<file path="src/rtl/sdram_power_sequencer.sv">
// Power/clock sequencer for the external SDRAM: power up, settle, free-run clock, then hand
// clock control to the handler; shutdown stops the clock before removing power.
module sdram_power_sequencer #(
  parameter int CNT_W             = 16,
  parameter int PWR_SETTLE_CYCLES = 2000,
  parameter int CLK_STABLE_CYCLES = 10000,
  parameter int CLK_STOP_CYCLES   = 16,
  parameter int PWR_OFF_CYCLES    = 5000
) (
  input  logic       clk_dram_out,
  input  logic       irst,
  input  logic       enable,
  input  logic       clk_oe_req,
  output logic       pwren,
  output logic       clk_oe,
  output logic       ready,
  output logic [2:0] state
);

  localparam logic [2:0] S_OFF        = 3'd0;
  localparam logic [2:0] S_PWR_SETTLE = 3'd1;
  localparam logic [2:0] S_CLK_STABLE = 3'd2;
  localparam logic [2:0] S_RUN        = 3'd3;
  localparam logic [2:0] S_CLK_STOP   = 3'd4;
  localparam logic [2:0] S_PWR_DOWN   = 3'd5;

  localparam logic [CNT_W-1:0] SETTLE_LD = CNT_W'(PWR_SETTLE_CYCLES - 1);
  localparam logic [CNT_W-1:0] STABLE_LD = CNT_W'(CLK_STABLE_CYCLES - 1);
  localparam logic [CNT_W-1:0] STOP_LD   = CNT_W'(CLK_STOP_CYCLES - 1);
  localparam logic [CNT_W-1:0] OFF_LD    = CNT_W'(PWR_OFF_CYCLES - 1);

  logic             en_meta_q, en_s_q;
  logic             req_meta_q, req_s_q;
  logic [2:0]       state_q, state_d;
  logic [CNT_W-1:0] cnt_q, cnt_d;
  logic             pwren_q, pwren_d;
  logic             clk_oe_q, clk_oe_d;
  logic             ready_q, ready_d;

  // State register: also holds synchronisers, counter and registered outputs.
  always_ff @(posedge clk_dram_out or posedge irst) begin
    if (irst) begin
      en_meta_q  <= 1'b0;
      en_s_q     <= 1'b0;
      req_meta_q <= 1'b0;
      req_s_q    <= 1'b0;
      state_q    <= S_OFF;
      cnt_q      <= '0;
      pwren_q    <= 1'b0;
      clk_oe_q   <= 1'b0;
      ready_q    <= 1'b0;
    end else begin
      en_meta_q  <= enable;
      en_s_q     <= en_meta_q;
      req_meta_q <= clk_oe_req;
      req_s_q    <= req_meta_q;
      state_q    <= state_d;
      cnt_q      <= cnt_d;
      pwren_q    <= pwren_d;
      clk_oe_q   <= clk_oe_d;
      ready_q    <= ready_d;
    end
  end

  // Next-state and counter. Shutdown takes priority over dwell expiry.
  always_comb begin
    state_d = state_q;
    case (state_q)
      S_OFF:        if (en_s_q) state_d = S_PWR_SETTLE;
      S_PWR_SETTLE: if (!en_s_q) state_d = S_PWR_DOWN;
                    else if (cnt_q == '0) state_d = S_CLK_STABLE;
      S_CLK_STABLE: if (!en_s_q) state_d = S_CLK_STOP;
                    else if (cnt_q == '0) state_d = S_RUN;
      S_RUN:        if (!en_s_q) state_d = S_CLK_STOP;
      S_CLK_STOP:   if (cnt_q == '0) state_d = S_PWR_DOWN;
      S_PWR_DOWN:   if (cnt_q == '0) state_d = S_OFF;
      default:      state_d = S_OFF;
    endcase

    cnt_d = (cnt_q != '0) ? cnt_q - CNT_W'(1) : '0;
    if (state_d != state_q) begin
      case (state_d)
        S_PWR_SETTLE: cnt_d = SETTLE_LD;
        S_CLK_STABLE: cnt_d = STABLE_LD;
        S_CLK_STOP:   cnt_d = STOP_LD;
        S_PWR_DOWN:   cnt_d = OFF_LD;
        default:      cnt_d = '0;
      endcase
    end
  end

  // Outputs decoded from the next state so they switch on the same edge as state.
  always_comb begin
    pwren_d  = (state_d == S_PWR_SETTLE) || (state_d == S_CLK_STABLE) ||
               (state_d == S_RUN)        || (state_d == S_CLK_STOP);
    clk_oe_d = (state_d == S_CLK_STABLE) || ((state_d == S_RUN) && req_s_q);
    ready_d  = (state_d == S_RUN);
  end

  assign pwren  = pwren_q;
  assign clk_oe = clk_oe_q;
  assign ready  = ready_q;
  assign state  = state_q;

endmodule

</file>
<file path="config.mk">
export PLATFORM = sky130hd
export DESIGN_NAME = sdram_power_sequencer
export DESIGN_NICKNAME = d
export VERILOG_FILES = /design/src/rtl/sdram_power_sequencer.sv
export SDC_FILE = /design/constraint.sdc
export NUM_CORES = 1
export LEC_CHECK = 0
export CAP_MARGIN = 20
export CORE_ASPECT_RATIO = 0.8
export CORE_MARGIN = 2
export CORE_UTILIZATION = 35
export DETAILED_ROUTE_END_ITERATION = 8
export PLACE_DENSITY = 0.63
export SYNTH_ARGS = -nofsm -noshare
export SYNTH_HDL_FRONTEND = slang
export SYNTH_SLANG_ARGS = --single-unit
export TNS_END_PERCENT = 10
</file>
<file path="constraint.sdc">
create_clock -name clk_dram_out -period 3.3 [get_ports clk_dram_out]
set_input_delay 0.825 -clock clk_dram_out [delete_from_list [all_inputs] [get_ports clk_dram_out]]
set_output_delay 0.825 -clock clk_dram_out [all_outputs]
set_load 0.02 [all_outputs]
</file>
==> summary.md <==
| Metric | Value |
|---|---|
| Status | finished clean |
| Synthesized flop and latch total | 26 |
| Die width | 76.3 um |
| Longest Clk Path Bufs | 2 |
| FF-to-FF setup slack | 0.85 ns |
| Hold_buf cts | 0 |
| Final Slew Violations | 0 |
| Fillers | 419 |
| CTS buffer count | 3 |
| Setup tns final | 0 ns |
| Post-synthesis compound-gate area fraction | 20.1% |
| Post-cts resize count | 0 |
| Initial drt markers | 117 |
| DIE AREA | 0.00472 mm2 |
| Initial DRT Pass Iterations | 4 |
| HPWL Detailed | 2400 um |
| CTS tree | built |
| Top cell type's share of synthesized area | 44.4% |
| RSZ-0062 raised after global routing | false |
| Ys Warns | 0 |
| Floorplan row count | 21 |
| CP Class | flip-flop to output pin |
| MaxCap Viol Count | 0 |
| Synth top area cells | dfrtp_1, nor2_1, o21ai_0 |
| Clock Latency Late Sink | 0.27 ns |
| Synth Area in XOR/XNOR | 5.98% |
| Worst Setup SP | state[2]$_DFF_PP0_ |
| Critical Path AT | 1.65 ns |
| Fmax | 0.403 GHz |
| Sequential share of the synthesized area | 44.4% |
| First-pass GRT wire length | 5490 um |
| Peak supply drop | 0.258 mV |
| RR Endpoint | cnt_q[12]$_DFF_PP0_ |
| Vias/cell | 5.68 |
| Cell at the slowest stage of the critical path | clkdlybuf4s50_1 |
| Slew @ Worst Pin | 0.528 ns |
| I/O Buffers | 9 |
| Remaining antenna violation count | 0 |
| Post-Synthesis Cells | 163 |
| Worst Path Required | 2.47 ns |
| Startpoint class of the critical path | flip-flop |
| Top-count cell post-synth | dfrtp_1 |
| CP Capture Type | output pin |
| Buffers & Inverters on Critical Path | 1 |
| Gpl congestion | 0.906 |
| Die height | 61.8 um |
| Cell family with most CP delay | buffers and inverters |
| Final worst-path setup slack | 0.820 ns |
| Relative slew slack | 64.5% |
| # diodes | 0 |
| Leak | 0.642 nW |
| Final period util | 75.2% |
| Cell Count, Final, Fillers Out | 226 |
| Top FF cell, synth | dfrtp_1 |
| Pwr Density | 630 mW/mm2 |
| Cell taking the most area after synthesis | dfrtp_1 |
| DR DRC count | 0 |
| Routed WL per cell | 15.0 um |
| Placed Cells | 223 |
| Post-CTS Setup Bufs | 0 |
| Remaining global-route overflow | 0 |
| Setup-failing EPs final | 0 |
| Via count | 1284 |
| # clock sinks | 26 |
| Mean Syn Cell Area | 8.98 um2 |
| Core area | 0.00410 mm2 |
| Hold Violations, Final | 0 |
| GRT Total Usage | 14.8% |
| Async S/R FF share, synth | 100% |
| Vias in the first global route | 1137 |
| Hold Path Sink | req_s_q$_DFF_PP0_ |
| Netlist cell types | 42 |
| Synthesized area | 0.00146 mm2 |
| Hold_ws | 0.355 ns |
| Critical Path Max Stage Delay | 0.71 ns |
| Crit Path Max Fanout | 16 |
| Root buffer cell | clkbuf_8 |
| Final Total Pwr | 1.03 mW |
| Hold path cells | 0 |
| RR Startpoint | cnt_q[0]$_DFF_PP0_ |
| Synth Area in Adders | 0.855% |
| Minimum clock period | 2.48 ns |
| Post-synthesis mux area share | 0.769% |
| Share of layout cells above drive strength 1 | 7.10% |
| Post-route clock skew | 0.00195 ns |
| R2R depth | 6 |
| Dpl ws | 0.870 ns |
| Routed WL | 3390 um |
| Initial Utilization | 35.7% |
| Largest family of logic cells by synthesized area | simple AND/OR/NAND/NOR gates |
| Number of synthesized flops with an enable pin | 0 |
| HP Start | req_meta_q$_DFF_PP0_ |
| Largest net degree at the start of global routing | 27 |
| H-tree depth | 1 |
| Top cells by count, synth | dfrtp_1, nor2_1, o21ai_0 |
| Clock Pin Slew Worst Setup and Hold Paths | 0.09 ns |
| Hold Path Class | flip-flop to flip-flop |
| Antenna violations before repair | 0 |
| Post-Synth Simple-Gate Area | 23.4% |
| Synth Net Count | 168 |
| Syn-to-layout area delta | 12.2% |
| Nets | 176 |
| Critical-path cell list | clkdlybuf4s50_1 |
| Top Ports | 10 |
[cell usage in the layout, fill, tap and decap left out, drive strengths merged, types with 2 or more instances in the layout]
master	n
nor3	7
dfrtp	26
nand2	10
nor2	25
o32ai	2
o22ai	2
or4	5
o31a	2
xnor2	6
clkbuf	3
nor4	5
nand4	2
o21ai	17
inv	7
nor4b	2
a21oi	12
xor2	4
clkdlybuf4s50	9
nand3	3
o31ai	3
buf	2
[worst max path at each step]
stage,end,cells past startpoint
floorplan,cnt_q[7]$_DFF_PP0_,9
global placement,cnt_q[12]$_DFF_PP0_,6
detailed placement,cnt_q[12]$_DFF_PP0_,6
CTS,state[2],1
global route,state[2],1
finish,state[2],1
[metrics by stage]
step / util [%] / cell area (um2)
2_1_floorplan: - / 1460
3_3_place_gp: 39.1 / 1600
3_5_place_dp: 39.1 / 1600
4_1_cts: 40.1 / 1640
5_1_grt: 40.1 / 1640
6_report: 40.1 / 1640
[flip-flops by register name (all words and copies together) (netlist names)]
name,flops
ready,1
en_meta_q,1
req_meta_q,1
pwren,1
cnt_q,16
en_s_q,1
req_s_q,1
clk_oe,1
state,3
[cell families (layout without fill, tap and decap cells)]
| group | Yosys count | count (layout) |
|---|---|---|
| simple gates | 64 | 64 |
| compound gates | 46 | 46 |
| flops | 26 | 26 |
| buf+inv | 15 | 21 |
| xor+xnor | 10 | 10 |
| fa+ha+maj | 1 | 1 |
| mux | 1 | 1 |
[routing by layer]
metal  GRT usage (%)  part of all wire [%]  vias to the layer above
met5               0                     0                        -
met4            4.94                  0.77                        0
met3            4.05                   4.9                        4
met2            22.4                    47                       40
met1            20.8                    47                      635
li1                -                     -                      605
[power breakdown]
part / internal [mW] / total [mW] / switching [mW]
Combinational: 0.155 / 0.363 / 0.208
Sequential: 0.386 / 0.490 / 0.104
Clock: 0.0818 / 0.182 / 0.0999
[layout make-up]
type | instances | area (um2) | area share, %
multi-input combinational | 122 | 748 | 45.5
timing repair buffer | 11 | 105 | 6.40
tap | 57 | 71.3 | 4.34
clock buffer | 3 | 41.3 | 2.51
sequential | 26 | 651 | 39.6
inverter | 7 | 26.3 | 1.60
No activity file was read; power rests on OpenSTA's default activity.
==> edit 1 (same settings) <==
`CNT_W`: 16 -> 32.
--- a/src/rtl/sdram_power_sequencer.sv
+++ b/src/rtl/sdram_power_sequencer.sv
@@ -2,5 +2,5 @@
 // clock control to the handler; shutdown stops the clock before removing power.
 module sdram_power_sequencer #(
-  parameter int CNT_W             = 16,
+  parameter int CNT_W             = 32,
   parameter int PWR_SETTLE_CYCLES = 2000,
   parameter int CLK_STABLE_CYCLES = 10000,
Formal check against the unedited RTL: no difference found for any inputs over 10 cycles, from zero or initial values and one cycle with irst high; that may be too few to reach the edited logic, so the function may still have changed.
==> edit 1 against the unedited design <==
Synthesized area grew 64%; wire length up 60%; non-clock buffer count rose by 2; combinational power shrank 5%; power grew 30%; sequential cell count is 16 higher; design area increased by 60%; setup slack lost 0.17 ns; largest cell class unchanged.
==> edit 1: results (changes against the unedited design) <==
| Metric | Value |
|---|---|
| Pleak | 1.08 nW (+68%) |
| Vias in the first global route | 1861 (+64%) |
| Mux contribution to synthesized area | 0.00469 (-0.00300) |
| P_clk | 0.321 mW (+76%) |
| Sequential cell area share | 0.399 (+0.00320) |
| GP Congestion | 0.835 (-7.8%) |
| ClkCell Share | 0.0299 (+0.00481) |
| Clock net sink count | 42 (+62%) |
| First-pass GRT wire length | 9420 um (+72%) |
| Largest cells by area after synthesis | dfrtp_1 44%, nor2_1 5.8%, xnor2_1 4.4% |
| Drt first-iter violations | 173 (+48%) |
| Comb group | 0.344 mW (-5%) |
| Clock power frac | 0.239 (+0.063) |
| Clock Skews | 0.00895 ns (+0.00700 ns) |
| Clock Latency Late Sink | 0.30 ns (+0.03 ns) |
| Filler cell count | 646 (+54%) |
| Reg2Reg Depth | 7 (+1) |
| Outcome | finished, final reports clean |
| VDD IR-drop max | 0.000277 V (+7.4%) |
| Inverters | 8 (+1) |
| Multi-input combinational area share | 0.474 (+0.0184) |
| DP Cell Count | 336 (+51%) |
| Routed length per instance | 15.9 um (+5.6%) |
| Total track usage | 0.159 (+0.0109) |
| Critical path's largest stage delay | 0.61 ns (-0.10 ns) |
| CP top delay family | simple AND/OR/NAND/NOR gates |
==> edit 1: cell count changes in the layout (fill, tap and decap cells not counted), moves of 3 or more <==
cell      before  now
nand3_1        3    9
xor2_1         4   12
dfrtp_1       26   42
nand4b_1       0    4
nand4_1        2    6
nor2_1        23   37
xnor2_1        6   12
o21ai_1        1    8
nand2_1       10   14
o21ai_0       15    6
o211ai_1       0    3
==> edit 1: how the worst max path moves through the flow <==
stage	slack [ns]	end	cells after the start	start
after floorplan	1.21	cnt_q[3]	8	cnt_q[0]
after global placement	0.77	cnt_q[3]	7	cnt_q[0]
after detailed placement	0.70	cnt_q[3]	7	cnt_q[0]
after CTS	0.70	cnt_q[3]	7	cnt_q[0]
after global routing	0.50	cnt_q[3]	7	cnt_q[0]
final	0.65	state[2]	7	cnt_q[0]
==> edit 1: layer usage <==
metal	up-vias	track usage	routed length (um)
li1	937	-	-
met1	957	0.248	2760
met2	64	0.226	2310
met3	7	0.0288	324
met4	0	0.0380	55
met5	-	0	0
==> edit 2 (config.mk and constraints unchanged) <==
Without the edit above. Make the reset (`irst`) synchronous in one clocked block.
--- a/src/rtl/sdram_power_sequencer.sv
+++ b/src/rtl/sdram_power_sequencer.sv
@@ -39,5 +39,5 @@
 
   // State register: also holds synchronisers, counter and registered outputs.
-  always_ff @(posedge clk_dram_out or posedge irst) begin
+  always_ff @(posedge clk_dram_out) begin
     if (irst) begin
       en_meta_q  <= 1'b0;
Behaviour: differs if irst is asserted again (counterexample within 4 cycles, from zero or initial values and one cycle with irst high); with irst held inactive, the same outputs for 10 cycles.
==> edit 2 against the unedited design <==
Setup slack improved by 0.077 ns; register-to-register slack better by 0.49 ns; wire length is 19% lower; sequential cell count did not move; critical path type unchanged; synthesized area down 7.6%; largest cell class unchanged; design area decreased by 6.9%.
Power is not compared: it rests on default switching activity, and its combinational part moved more than twofold at a synthesized area within 25%.
==> edit 2: results (changes against the unedited design) <==
| Metric | Value |
|---|---|
| Outcome | finished, final reports clean |
| # DRC | 0 (unchanged) |
| Crit-path slowest cell | clkdlybuf4s50_1 |
| Cell-internal power | 0.903 mW |
| Seq/Total Area, Yosys | 0.385 (-0.0596) |
| Largest net degree at the start of global routing | 18 (-33%) |
| CP top delay family | buffers and inverters |
| Critical path's largest stage delay | 0.69 ns (-0.02 ns) |
| Crit Path Max Fanout | 14 (-2) |
| VDD IR-drop max | 0.000268 V |
| Routed length per instance | 13.4 um (-11%) |
| Most frequent cells after synthesis | 26 x dfxtp_1, 17 x nor2_1, 13 x a21oi_1, 11 x nand2_1, 8 x xnor2_1 |
| CTS Buffer Depth | 2 (unchanged) |
| Share of layout cells above drive strength 1 | 0.106 (+0.0346) |
| Mapped Cells | 154 (-5.5%) |
| Clock Skews | 0.00651 ns (+0.00456 ns) |
| Vias in the first global route | 1058 (-6.9%) |
| Clock Latency Late Sink | 0.27 ns (about the same) |
| Total track usage | 0.138 (-0.00979) |
| GP Congestion | 0.845 (-6.7%) |
| Post-CTS Setup Bufs | 0 (unchanged) |
| Max FFs per register | 16 (unchanged) |
| Pleak | 0.551 nW |
| Slew headroom | 0.652 (+0.00697) |
| DP Cell Count | 201 (-9.9%) |
| CTS Buf Count | 3 (unchanged) |
| Largest reg by FF count | cnt_q |
| Syn_nets | 159 (-5.4%) |
| Worst EP arrival | 1.58 ns (-0.07 ns) |
| Yosys cell types | 43 (+2.4%) |
| Number of diodes | 0 (unchanged) |
| Initial antenna violation count | 0 (unchanged) |
| Dpl hpwl | 2060 um (-14%) |
| DRT Pass-1 Iters | 4 (unchanged) |
| Worst hold path class | reg -> reg |
| CTS resizes | 0 (unchanged) |
| Largest cells by area after synthesis | dfxtp_1 38%, xnor2_1 5.2%, a21oi_1 4.8% |
| Final #Nets | 167 (-5.1%) |
| First-pass GRT wire length | 4730 um (-14%) |
| H-Tree Depth | 1 (unchanged) |
| I/O Buffers | 9 (unchanged) |
| Clock Tree Root | clkbuf_8 |
| Post-route insts no fill | 205 (-9.3%) |
| Drt first-iter violations | 66 (-44%) |
| Async S/R FF share, synth | 0 (-1.00) |
| Filler cell count | 365 (-13%) |
| Vias per cell | 5.34 (-6.1%) |
| Ys Warns | 0 (unchanged) |
| Clock slew at reported path FFs | 0.09 ns (about the same) |
edit 2: cell count changes in the layout (fill, tap and decap cells not counted), moves of 3 or more:
cell,unedited run,this run
nand3_1,3,6
o211ai_1,0,5
or4_1,4,0
nor2b_1,0,6
nor4_4,0,3
dfrtp_1,26,0
nor2_1,23,17
dfxtp_1,0,26
o21ai_0,15,3
edit 2: routing by layer:
metal	vias to the layer above	global-route usage	share of wire
met5	-	0	0
met4	0	0.0519	0.020
met3	6	0.0204	0.022
met2	15	0.207	0.43
met1	513	0.200	0.53
li1	560	-	-
edit 2: final timing paths:
kind             start  endpoint  slack, ns  cells after the start
min reg2reg  en_meta_q    en_s_q       0.44                      1
max           state[0]  state[0]       0.90                      1
min          en_meta_q    en_s_q       0.44                      1
max reg2reg   cnt_q[0]  cnt_q[8]       1.34                      6
edit 2: layout make-up:
| type | count | area share |
|---|---|---|
| Sequential cell | 26 | 0.340 |
| Inverter | 5 | 0.0123 |
| Clock buffer | 4 | 0.0360 |
| Multi-Input combinational cell | 116 | 0.511 |
| Timing Repair Buffer | 10 | 0.0638 |
| Tap cell | 44 | 0.0360 |
edit 2: logic make-up after synthesis:
logic type | after synthesis | synth area share
buf+inv | 12 | 0.0370
xor+xnor | 12 | 0.0777
compound gates | 33 | 0.155
flops | 26 | 0.385
simple gates | 69 | 0.329
mux | 1 | 0.00740
fa+ha+maj | 1 | 0.00925
edit 2: stage by stage:
stage               setup WS [ns]  utilization  instance area, sq um  hold slack, ns  power, mW
floorplan                    1.49            -                  1350           0.414       1.23
global placement             1.24        0.393                  1470           0.418       1.38
detailed placement           1.19        0.393                  1470           0.429       1.40
CTS                         0.910        0.407                  1530           0.448       1.61
global route                0.840        0.407                  1530           0.462       1.74
finish                      0.897        0.407                  1530           0.443       1.60
edit 2: power groups by stage:
stage	combinational [mW]	sequential (mW)	clock, mW
global route	0.935	0.581	0.219
floorplan	0.691	0.536	0
CTS	0.838	0.562	0.210
global placement	0.817	0.561	0
detailed placement	0.832	0.568	0
finish	0.836	0.563	0.204
